===== src/rtl/line_buffer_ctrl.sv =====
// line_buffer_ctrl: frame sequencer for the 3-row line buffer (FIFO reset, pixel gating, flush, window coordinates); macro WIN_BORDER_FLAG_EN adds win_border
module line_buffer_ctrl #(
  parameter int PIC_WIDTH  = 250,
  parameter int PIC_HEIGHT = 250,
  parameter int RST_CYCLES = 8,
  parameter int FLUSH_ROWS = 1
) (
  input  logic       clk,
  input  logic       rst,
  input  logic       start,
  output logic       busy,
  input  logic       pix_valid,
  output logic       pix_ready,
  output logic       rst_fifo,
  input  logic       fifo_rst_busy,
  output logic       lb_valid_in,
  output logic       rd_en_all,
  output logic       win_valid,
  output logic [8:0] win_col,
  output logic [8:0] win_row,
  output logic       frame_done,
  output logic       err_overrun
`ifdef WIN_BORDER_FLAG_EN
  ,
  output logic       win_border
`endif
);
  typedef enum logic [2:0] {IDLE, RST_FIFO, WAIT_BUSY, STREAM, FLUSH, DONE} state_t;
  localparam logic [17:0] TOTAL   = 18'(PIC_WIDTH * PIC_HEIGHT);
  localparam logic [17:0] FLUSH_N = 18'(FLUSH_ROWS * PIC_WIDTH);
  localparam logic [17:0] RST_N   = 18'(RST_CYCLES);
  localparam logic [8:0]  COL_MAX = 9'(PIC_WIDTH - 1);
  localparam logic [8:0]  ROW_MAX = 9'(PIC_HEIGHT - 1);
  state_t      r_state, w_next;
  logic [17:0] r_cnt;
  logic [8:0]  r_in_col, r_in_row, r_out_col, r_out_row, r_win_col, r_win_row;
  logic        r_low, r_busy, r_pix_ready, r_rst_fifo, r_rd_en, r_win_valid, r_done, r_err;
  logic        w_go, w_acc, w_last_acc, w_win;
  assign w_go       = start && (r_state == IDLE || r_state == DONE);
  assign w_acc      = pix_valid && r_pix_ready;
  assign w_last_acc = w_acc && r_cnt == TOTAL - 18'd1;
  assign w_win      = (w_acc && r_in_row != 9'd0) || w_next == FLUSH;
  assign busy        = r_busy;
  assign pix_ready   = r_pix_ready;
  assign rst_fifo    = r_rst_fifo;
  assign lb_valid_in = w_acc;
  assign rd_en_all   = r_rd_en;
  assign win_valid   = r_win_valid;
  assign win_col     = r_win_col;
  assign win_row     = r_win_row;
  assign frame_done  = r_done;
  assign err_overrun = r_err;
  // next-state: r_cnt counts cycles (RST_FIFO, FLUSH) or accepted pixels (STREAM) within the current state
  always_comb begin
    w_next = r_state;
    case (r_state)
      IDLE:      w_next = start ? RST_FIFO : IDLE;
      RST_FIFO:  w_next = (r_cnt == RST_N - 18'd1) ? WAIT_BUSY : RST_FIFO;
      WAIT_BUSY: w_next = (!fifo_rst_busy && r_low) ? STREAM : WAIT_BUSY;
      STREAM:    w_next = (r_cnt == TOTAL) ? FLUSH : STREAM;
      FLUSH:     w_next = (r_cnt == FLUSH_N - 18'd1) ? DONE : FLUSH;
      DONE:      w_next = start ? RST_FIFO : IDLE;
      default:   w_next = IDLE;
    endcase
  end
  // state register
  always_ff @(posedge clk or posedge rst)
    if (rst) r_state <= IDLE;
    else     r_state <= w_next;
  // phase counter, busy-low history, input and output raster counters
  always_ff @(posedge clk or posedge rst)
    if (rst) begin
      r_cnt     <= '0;
      r_low     <= 1'b0;
      r_in_col  <= '0;
      r_in_row  <= '0;
      r_out_col <= '0;
      r_out_row <= '0;
    end else begin
      r_cnt <= (w_next != r_state) ? '0 : r_cnt + 18'(r_state != STREAM || w_acc);
      r_low <= r_state == WAIT_BUSY && !fifo_rst_busy;
      if (w_go) begin
        r_in_col  <= '0;
        r_in_row  <= '0;
        r_out_col <= '0;
        r_out_row <= '0;
      end else begin
        if (w_acc) begin
          r_in_col <= (r_in_col == COL_MAX) ? '0 : r_in_col + 9'd1;
          r_in_row <= r_in_row + 9'(r_in_col == COL_MAX);
        end
        if (w_win) begin
          r_out_col <= (r_out_col == COL_MAX) ? '0 : r_out_col + 9'd1;
          r_out_row <= r_out_row + 9'(r_out_col == COL_MAX);
        end
      end
    end
  // registered outputs decoded from the upcoming state; window coordinates latch the out counters
  always_ff @(posedge clk or posedge rst)
    if (rst) begin
      r_busy      <= 1'b0;
      r_pix_ready <= 1'b0;
      r_rst_fifo  <= 1'b1;
      r_rd_en     <= 1'b0;
      r_win_valid <= 1'b0;
      r_done      <= 1'b0;
      r_err       <= 1'b0;
      r_win_col   <= '0;
      r_win_row   <= '0;
    end else begin
      r_busy      <= w_next != IDLE && w_next != DONE;
      r_pix_ready <= w_next == STREAM && !w_last_acc;
      r_rst_fifo  <= w_next != RST_FIFO;
      r_rd_en     <= w_next == FLUSH;
      r_win_valid <= w_win;
      r_done      <= w_next == DONE;
      r_err       <= !w_go && (r_err || (pix_valid && !r_pix_ready && r_busy));
      if (w_win) begin
        r_win_col <= r_out_col;
        r_win_row <= r_out_row;
      end
    end
`ifdef WIN_BORDER_FLAG_EN
  logic r_border;
  assign win_border = r_border;
  // border flag for the window centre being issued
  always_ff @(posedge clk or posedge rst)
    if (rst) r_border <= 1'b0;
    else if (w_win) r_border <= r_out_col == '0 || r_out_col == COL_MAX || r_out_row == '0 || r_out_row == ROW_MAX;
`endif
endmodule


===== config.mk =====
export PLATFORM = sky130hd
export DESIGN_NAME = line_buffer_ctrl
export DESIGN_NICKNAME = d
export VERILOG_FILES = /design/src/rtl/line_buffer_ctrl.sv
export SDC_FILE = /design/constraint.sdc
export NUM_CORES = 1
export LEC_CHECK = 0
export ABC_CLOCK_PERIOD_IN_PS = 3500
export BUFFER_PORTS_ARGS = -buffer_cell sky130_fd_sc_hd__buf_2
export CAP_MARGIN = 20
export CORE_ASPECT_RATIO = 0.9
export CORE_MARGIN = 2
export CORE_UTILIZATION = 60
export CTS_BUF_LIST = sky130_fd_sc_hd__clkbuf_8
export DETAILED_ROUTE_END_ITERATION = 16
export PLACE_DENSITY = 0.85
export SLEW_MARGIN = 25
export SYNTH_ARGS = -nofsm -noshare
export SYNTH_HDL_FRONTEND = slang
export SYNTH_SLANG_ARGS = --single-unit

===== constraint.sdc =====
create_clock -name clk -period 3.5 [get_ports clk]
set_input_delay 0.175 -clock clk [delete_from_list [all_inputs] [get_ports clk]]
set_output_delay 0.175 -clock clk [all_outputs]
set_load 0.03 [all_outputs]

==> results, run 1 <==
- Once detail routing completed, the nets flagged for antenna violations numbered 0.
- The first global-routing pass estimated around 13 mm of wire.
- After the last flow step, the layout net total stands at 450.
- The cell taking the most area after synthesis is sky130_fd_sc_hd__dfrtp_1.
- Including well taps, the total number of placed cells is 512.
- The total of warnings raised by yosys is 0.
- By area, the combinational part of the netlist is dominated by simple AND/OR/NAND/NOR gates.
- The power density relative to cell area is 507.1 mW/mm^2.
- Dividing the final minimum period by the clock period gives 77.27%.
- The worst setup path startpoint is r_cnt[9].
- Compared with the post-synthesis result, the final layout area differs by 11.33%.
- The smallest hold slack is ~0.073 ns.
- In the final routed layout, each cell accounts on average for 15.14 um.
- The timing-limited maximum frequency is around 370 MHz.
- The tool flagged a number of max-cap violations equal to 0.
- After synthesis the cells add up to 0.004098 sq mm.
- The worst register-to-register path begins at r_cnt[9].
- The mux share of post-synthesis cell area is 5.252%.
- The run finished with clean final reports.
- In the global route stage, overall resource usage came out at between 20% and 30%.
- Measured against its own limit, the worst slew margin works out to 51.45%.
- Entering global routing, the biggest net connects 62 pins.
- The placement row count is 28.
- In this run the number of H-tree levels came out at 3.
- The setup TNS after final layout is 0 ns.
- Buffers placed on the I/O ports in this run total 30.
- The worst hold-check path type is in -> reg.
- Power comes to between 2000 and 2500 uW.
- The origin of the worst min-delay path is pix_valid.
- The synthesized netlist contains 57 unique library cells.
- The total I/O pin count is 31.
- The clock net sink count is 83.
- Using the TritonRoute via totals, the vias-per-cell ratio works out to between 5 and 6.
- Counting flops with an async set or reset pin after synthesis yields a share of 100.0%.
- The HPWL after detailed placement is between 5 and 6 mm.
- By count the netlist is led by 82 x sky130_fd_sc_hd__dfrtp_1, 46 x sky130_fd_sc_hd__nor2_1, 33 x sky130_fd_sc_hd__nand2_1.
- Setup repair after global routing left no endpoint under its margin.
- Setup violations remaining at the end of the flow were counted as 0.
- The clock edge transition at the registers on the reported setup and hold paths is around 0.09 ns.
- The leading cell type by number of instances after synthesis is sky130_fd_sc_hd__dfrtp_1.
- The floorplan step defined a core boundary enclosing between 0.006 and 0.007 sq mm.
- The maximum fanout encountered on the critical timing path is 50.
- The required time at the endpoint of the critical path is approximately 3.8 ns.
- The effective utilization at floorplan is around 62%.
- The area of the die is between 0.007 and 0.008 sq mm.
- The synthesized design devotes to its leading area cell type between 50% and 60% of total area.
- The share of the Yosys chip area taken by registers is between 50 and 60%.
- The synthesized netlist devotes 22.53% of its cell area to simple gates.
- For this run, design rule violations remaining after detail routing come to 0.
- The number of pins exceeding their max-slew limit in the final report is 0.
- The xor/xnor cell area share of the yosys netlist is under 10%.
- Among all flip-flop cells after synthesis, the most frequent one is sky130_fd_sc_hd__dfrtp_1.
- The hold violation count in the final report is 0.
- After the flow finishes, the layout carries non-filler instances totaling between 500 and 600.
- The via count of the first global-routing pass is 2,958.
- The cell at the root of the clock tree is sky130_fd_sc_hd__clkbuf_8.
- The layout filler cell count is roughly 510.
- In this run, CTS created clock tree buffers numbering 9.
- The clock tree from TritonCTS is done.
- The total global routing overflow is 0.
- Between clock sinks in the finished design, the worst skew comes to around 0.014 ns.
- The final weighted congestion in routability-driven placement is approximately 0.9.
- The detailed-routing iteration count for the pre-antenna-repair pass is 4.
- Clock latency on the worst-skew pair, taken at its later pin, is between 0.3 and 0.4 ns.
- For this block, the initial DRC count from the detailed router was roughly 240.
- Averaged over all synthesized cells, the footprint is 10.24 sq um.
- The slew of the pin with the lowest slew margin is approximately 0.73 ns.
- Wires add up to around 8 mm.
- The adder and majority gate portion of the synthesized area is between 3 and 4%.
- The number of buffers between clock root and the deepest sink is 2.
- The share of layout cells above drive strength 1 is between 10% and 20%.
- Summing the areas of all compound-gate instances in the mapped netlist gives roughly a tenth of the synthesized area.
- The worst setup path is of the reg -> reg kind.
- The height of the die is ~80 um.
- After synthesis, the cell types taking the most area are sky130_fd_sc_hd__dfrtp_1 50%, sky130_fd_sc_hd__nor2_1 4.2%, sky130_fd_sc_hd__xor2_1 3.6%.
- For this design the static power due to leakage is ~0.0022 uW.
- The number of vias in the routed layout is just over 3,000.
- The number of nets produced by synthesis is between 400 and 500.
- The number of antenna diodes is 0.
- The post-synthesis sequential element count is 83.
- The worst ir drop on vdd is 0.0002766 V.
- In this run the horizontal extent of the chip is 91.11 um.
- The synthesized design contains 0 enable-type register cells.
- The type of element capturing the critical path is a flip-flop.
- After layout, the minimum clock period comes to ~2.7 ns.
- The signal arrival time at the worst endpoint is roughly 3.0 ns.
- The initial antenna violation count is 0.
- The worst setup path is launched from a flip-flop.
- The gate count after technology mapping is 400.
state kept, by name, summed over array words and instances (netlist names):
register     flops
r_out_col        9
err_overrun      1
busy             1
r_in_row         9
r_in_col         9
r_low            1
win_col          9
pix_ready        1
r_cnt           18
r_out_row        9
rd_en_all        1
win_valid        1
rst_fifo         1
frame_done       1
win_row          9
r_state          3
power breakdown:
part           internal (uW)  switching [uW]
Sequential              1020            68.6
Combinational            146             280
Clock                    417             382
worst paths after layout:
kind,end,slack (ns),cells after the start
setup / recovery,win_row[0],0.80,7
hold / removal,err_overrun,0.07,3
setup reg to reg,win_row[0],0.80,7
hold reg to reg,win_row[6],0.49,1
max in group asynchronous,r_in_col[2],2.22,4
min in group asynchronous,r_out_col[6],0.47,3
cell usage in the layout (no fill, tap or decap), drive strengths merged, types with 7 or more instances in the layout:
cell / Yosys / layout
nand2: 33 / 33
nor2b: 8 / 8
clkbuf: 5 / 9
nor3: 10 / 10
o21ai: 21 / 21
nor2: 46 / 46
nand4: 13 / 13
mux2: 17 / 17
inv: 12 / 17
xnor2: 7 / 7
xor2: 17 / 17
a21oi: 27 / 27
ha: 10 / 10
dfrtp: 82 / 82
buf: 8 / 35
or3: 14 / 14
nand3: 16 / 16
worst max-delay path: stages, from the launching register on:
cell	delay, ns
sky130_fd_sc_hd__dfrtp_1	0.45
sky130_fd_sc_hd__or3_1	0.42
sky130_fd_sc_hd__nor3b_1	0.39
sky130_fd_sc_hd__nand4_2	0.22
sky130_fd_sc_hd__a31oi_4	0.22
sky130_fd_sc_hd__buf_4	0.45
sky130_fd_sc_hd__inv_2	0.12
sky130_fd_sc_hd__mux2_4	0.32
metal layers:
layer / GRT usage, % / part of all wire (%) / vias up
met4: 8.485 / 1.1 / 0
met2: 40.81 / 51 / 62
met3: 6.715 / 4.1 / 12
met1: 25.24 / 44 / 1519
met5: 0 / 0 / -
li1: - / - / 1491
final cells by class:
class | instances | area, sq um | share of cell area, %
clock buffer | 9 | 123.9 | 2.715
sequential | 83 | 2078 | 45.56
multi-input combinational | 292 | 1886 | 41.33
clock inverter | 7 | 106.4 | 2.331
tap | 90 | 112.6 | 2.468
timing repair buffer | 37 | 207.7 | 4.553
inverter | 12 | 47.55 | 1.042
what timing repair did:
item,CTS,global route
setup buffers,0,0
gates resized for setup,0,0
hold endpoints to repair,1,44
setup endpoints to repair,0,0
hold buffers,1,1
metrics by stage:
step / worst slack, ns / cell area [sq um] / util (%)
final: 0.7955 / 4562 / 69.26
after global routing: 0.7280 / 4562 / 69.26
after CTS: 0.8497 / 4551 / 69.09
after detailed placement: 0.8796 / 4310 / 65.44
after global placement: 0.9780 / 4310 / 65.44
after floorplan: 0.9975 / 4098 / -
cell families after synthesis:
kind of cell               Yosys count
AOI/OAI and AO/OA                   66
DFF                                 83
buffers and inverters               25
adders and majority gates           10
xor gates and xnor gates            24
muxes                               19
and+or+nand+nor                    173
No activity file was read; power rests on OpenSTA's default activity.
==> run 2: changes to the inputs <==
--- a/config.mk
+++ b/config.mk
@@ -5,7 +5,7 @@
 export SDC_FILE = /design/constraint.sdc
 export NUM_CORES = 1
 export LEC_CHECK = 0
-export ABC_CLOCK_PERIOD_IN_PS = 3500
+export ABC_CLOCK_PERIOD_IN_PS = 2800
 export BUFFER_PORTS_ARGS = -buffer_cell sky130_fd_sc_hd__buf_2
 export CAP_MARGIN = 20
 export CORE_ASPECT_RATIO = 0.9
==> constraint.sdc (replaced) <==
create_clock -name clk -period 2.8 [get_ports clk]
set_input_delay 0.14 -clock clk [delete_from_list [all_inputs] [get_ports clk]]
set_output_delay 0.14 -clock clk [all_outputs]
set_load 0.03 [all_outputs]
==> run 2 against run 1 <==
  * Clock skew is 0.0020 ns lower
  * Hold slack got worse by 0.0019 ns
  * Register-to-register slack lost 0.63 ns
  * First-iteration DRC count down 24%
  * Fmax rose by 2.7%
  * Combinational power up 27%
  * Sequential power grew 26%
  * Largest power group unchanged
  * Highest routed layer unchanged
==> results, run 2 (same netlist as run 1, synthesis figures left out) <==
- The register with the most flip-flops in the layout has 18 of them.
- The CTS buffer count is 9.
- The register with the most flip-flops in the final layout is r_cnt.
- In this design, the stage delay of the slowest critical-path cell is 0.44 ns.
- The maximum number of pins on one net before global-route repair is between 50 and 60.
- Across the VDD grid, the largest voltage drop is 0.0003467 V.
- Together, buffers and inverters on the worst path number 1.
- In this run the critical register-to-register path is launched from r_cnt[9].
- The area of the die is between 0.007 and 0.008 sq mm.
- The final weighted congestion in routability-driven placement is 0.8985.
- The first-pass GRT wire length is ~14 mm.
- The final layout contains routed wiring with a total length of 8.236 mm.
- At the end of the flow, the number of nets in the layout was 452.
- The H-tree generated during clock tree synthesis spans 3 levels.
- For this design, the slowest cell found on the critical path is sky130_fd_sc_hd__dfrtp_1.
- The number of buffers between clock root and the deepest sink is 2.
- The number of buffers inserted by port buffering is 30.
- The hold violation count in the final report is 0.
- The met3 routed wirelength is roughly 360 um.
- In this run the power density over the cells is approximately 630 mW/mm^2.
- TritonCTS built the clock tree.
- The area overhead of the layout relative to synthesis is 11.94%.
- Power comes to 2887 uW.
- Detailed placement ended at an HPWL of between 5 and 6 mm.
- The floorplan step set the die width to between 90 and 100 um.
- The number of antenna diodes in the final layout is 0.
- The finished layout holds approximately 530 standard cells, fillers aside.
- The clock net sink count is 83.
- The largest clock skew in the final design is roughly 0.012 ns.
- The worst slew margin relative to its limit is 42.27%.
- The slew of the pin with the lowest slew margin is 0.8659 ns.
- The number of vias in the routed layout is approximately 3,100.
- The area of the core is between 0.006 and 0.007 sq mm.
- The count of unresolved DRC violations after routing is 0.
- The share of layout cells above drive strength 1 is roughly 17%.
- The analysis attributes to cell leakage a power of 0.002195 uW.
- The first detailed-routing pass took 4 iterations.
- The insertion delay of the later-clocked pin in the worst-skew pair is around 0.36 ns.
- The via count of the first global-routing pass was slightly below 3,000.
- The initial antenna violation count is 0.
- The post-detailed-route wirelength per cell is ~15 um.
- Traced cell by cell, the critical path runs through or3_1 -> nor3b_1 -> nand4_2 -> a31oi_4 -> buf_12 -> mux2_2.
- The cell at the root of the clock tree is sky130_fd_sc_hd__clkbuf_8.
- 31 I/O pins were placed.
- The run finished with clean final reports.
- The number of nets with antenna violations after detailed routing is 0.
- The highest metal layer with signal wires is met4.
- The startpoint type of the worst setup path is a flip-flop.
- The height of the die is 82.40 um.
- Summed over all failing endpoints, the final setup total negative slack is 0 ns.
- The origin of the worst min-delay path is pix_valid.
- Setup repair after global routing left no endpoint under its margin.
- The timing-limited maximum frequency is approximately 380 MHz.
- The type of element capturing the critical path is a flip-flop.
- Dividing the detail-routed via count by the number of cells gives 5.827.
- The worst path needs about 2.6 ns of the cycle, external delays included.
- In the global route stage, overall resource usage came out at between 20% and 30%.
- After the first detailed-routing iteration, the DRC count stood at between 150 and 200.
- For this block, wires on met1 add up to roughly 3.5 mm.
- Leaving out fill and tap cells, the most frequent cell in the layout is sky130_fd_sc_hd__dfrtp_1.
- The number of failing setup endpoints in the final timing report is 0.
- The number of max-capacitance violations reported is 0.
- Tracing the worst setup path back leads to its startpoint at r_cnt[9].
- The top cell types in the final layout, fill and taps aside, are 82 x sky130_fd_sc_hd__dfrtp_1, 46 x sky130_fd_sc_hd__nor2_1, 33 x sky130_fd_sc_hd__nand2_1, 30 x sky130_fd_sc_hd__buf_2, 26 x sky130_fd_sc_hd__a21oi_1.
- The signal arrival time at the worst endpoint is 2.88 ns.
- The clock edge transition at the registers on the reported setup and hold paths is ~0.09 ns.
- After floorplanning, the core was divided into 28 placement rows.
- Grouping stages by cell kind, the critical path spends the most delay in simple AND/OR/NAND/NOR gates.
- The part of the cycle the worst path needs is 94.04%.
- The worst hold-check path type is in -> reg.
- Of all nets on the critical path, the largest fanout is 38.
- In the detailed route, the total length drawn on met2 is around 4.2 mm.
- The total global routing overflow is 0.
- The required time at the endpoint of the critical path is approximately 3 ns.
- The placed cell count is 514.
- The effective utilization at floorplan is between 60% and 70%.
- The number of pins exceeding their max-slew limit in the final report is 0.
- By startpoint and endpoint, the worst setup path is classified as reg -> reg.
==> run 2: cell count changes in the layout (fill, tap and decap cells not counted), sizes merged <==
cell	change
buf	+2
clkinv	+1
clkinvlp	+1
inv	-2
==> run 2: per-stage QoR <==
| step | util [%] | instance area, sq um | setup WS (ns) | hold WS (ns) |
|---|---|---|---|---|
| 2_1_floorplan | - | 4098 | 0.2975 | 0.2064 |
| 3_3_place_gp | 65.86 | 4338 | 0.3312 | 0.3232 |
| 3_5_place_dp | 65.86 | 4338 | 0.2383 | 0.3318 |
| 4_1_cts | 69.64 | 4587 | 0.1325 | 0.06094 |
| 5_1_grt | 69.64 | 4587 | 0.02073 | 0.06838 |
| 6_report | 69.64 | 4587 | 0.1668 | 0.07093 |
==> run 2: layer usage <==
layer	up-vias	GRT usage, %
li1	1485	-
met1	1512	28.18
met2	83	40.52
met3	20	5.445
met4	0	10.00
met5	-	0
==> run 2: path summary, 6_finish.rpt <==
path | end | slack [ns] | cells after the start
max | win_col[4] | 0.17 | 6
min | err_overrun | 0.07 | 3
max reg2reg | win_col[4] | 0.17 | 6
min reg2reg | win_row[5] | 0.49 | 1
max in group asynchronous | rst_fifo | 1.50 | 4
min in group asynchronous | r_out_col[3] | 0.48 | 3
==> run 2: worst min-delay path: stages <==
cell and delay (ns):
sky130_fd_sc_hd__buf_2 0.09, sky130_fd_sc_hd__a31oi_1 0.07, sky130_fd_sc_hd__nor2_1 0.08
==> run 2: where the power goes <==
part / internal, uW / switching (uW)
logic: 186 / 355
registers: 1280 / 91.2
clock network: 518 / 461
total: 1980 / 907
==> run 2: cell type report <==
class / count / area [sq um]
Timing Repair Buffer: 39 / 235.2
Clock inverter: 7 / 105.1
Fill cell: 507 / 1999
Tap cell: 90 / 112.6
Inverter: 12 / 46.29
Clock buffer: 9 / 123.9
Sequential cell: 83 / 2078
Multi-Input combinational cell: 292 / 1886
==> run 2: repair_timing <==
action                     CTS  global route
hold buffers                 2             0
setup endpoints to repair    0             6
hold endpoints to repair    51             0
resized for setup            0             0
buffers inserted             0             0
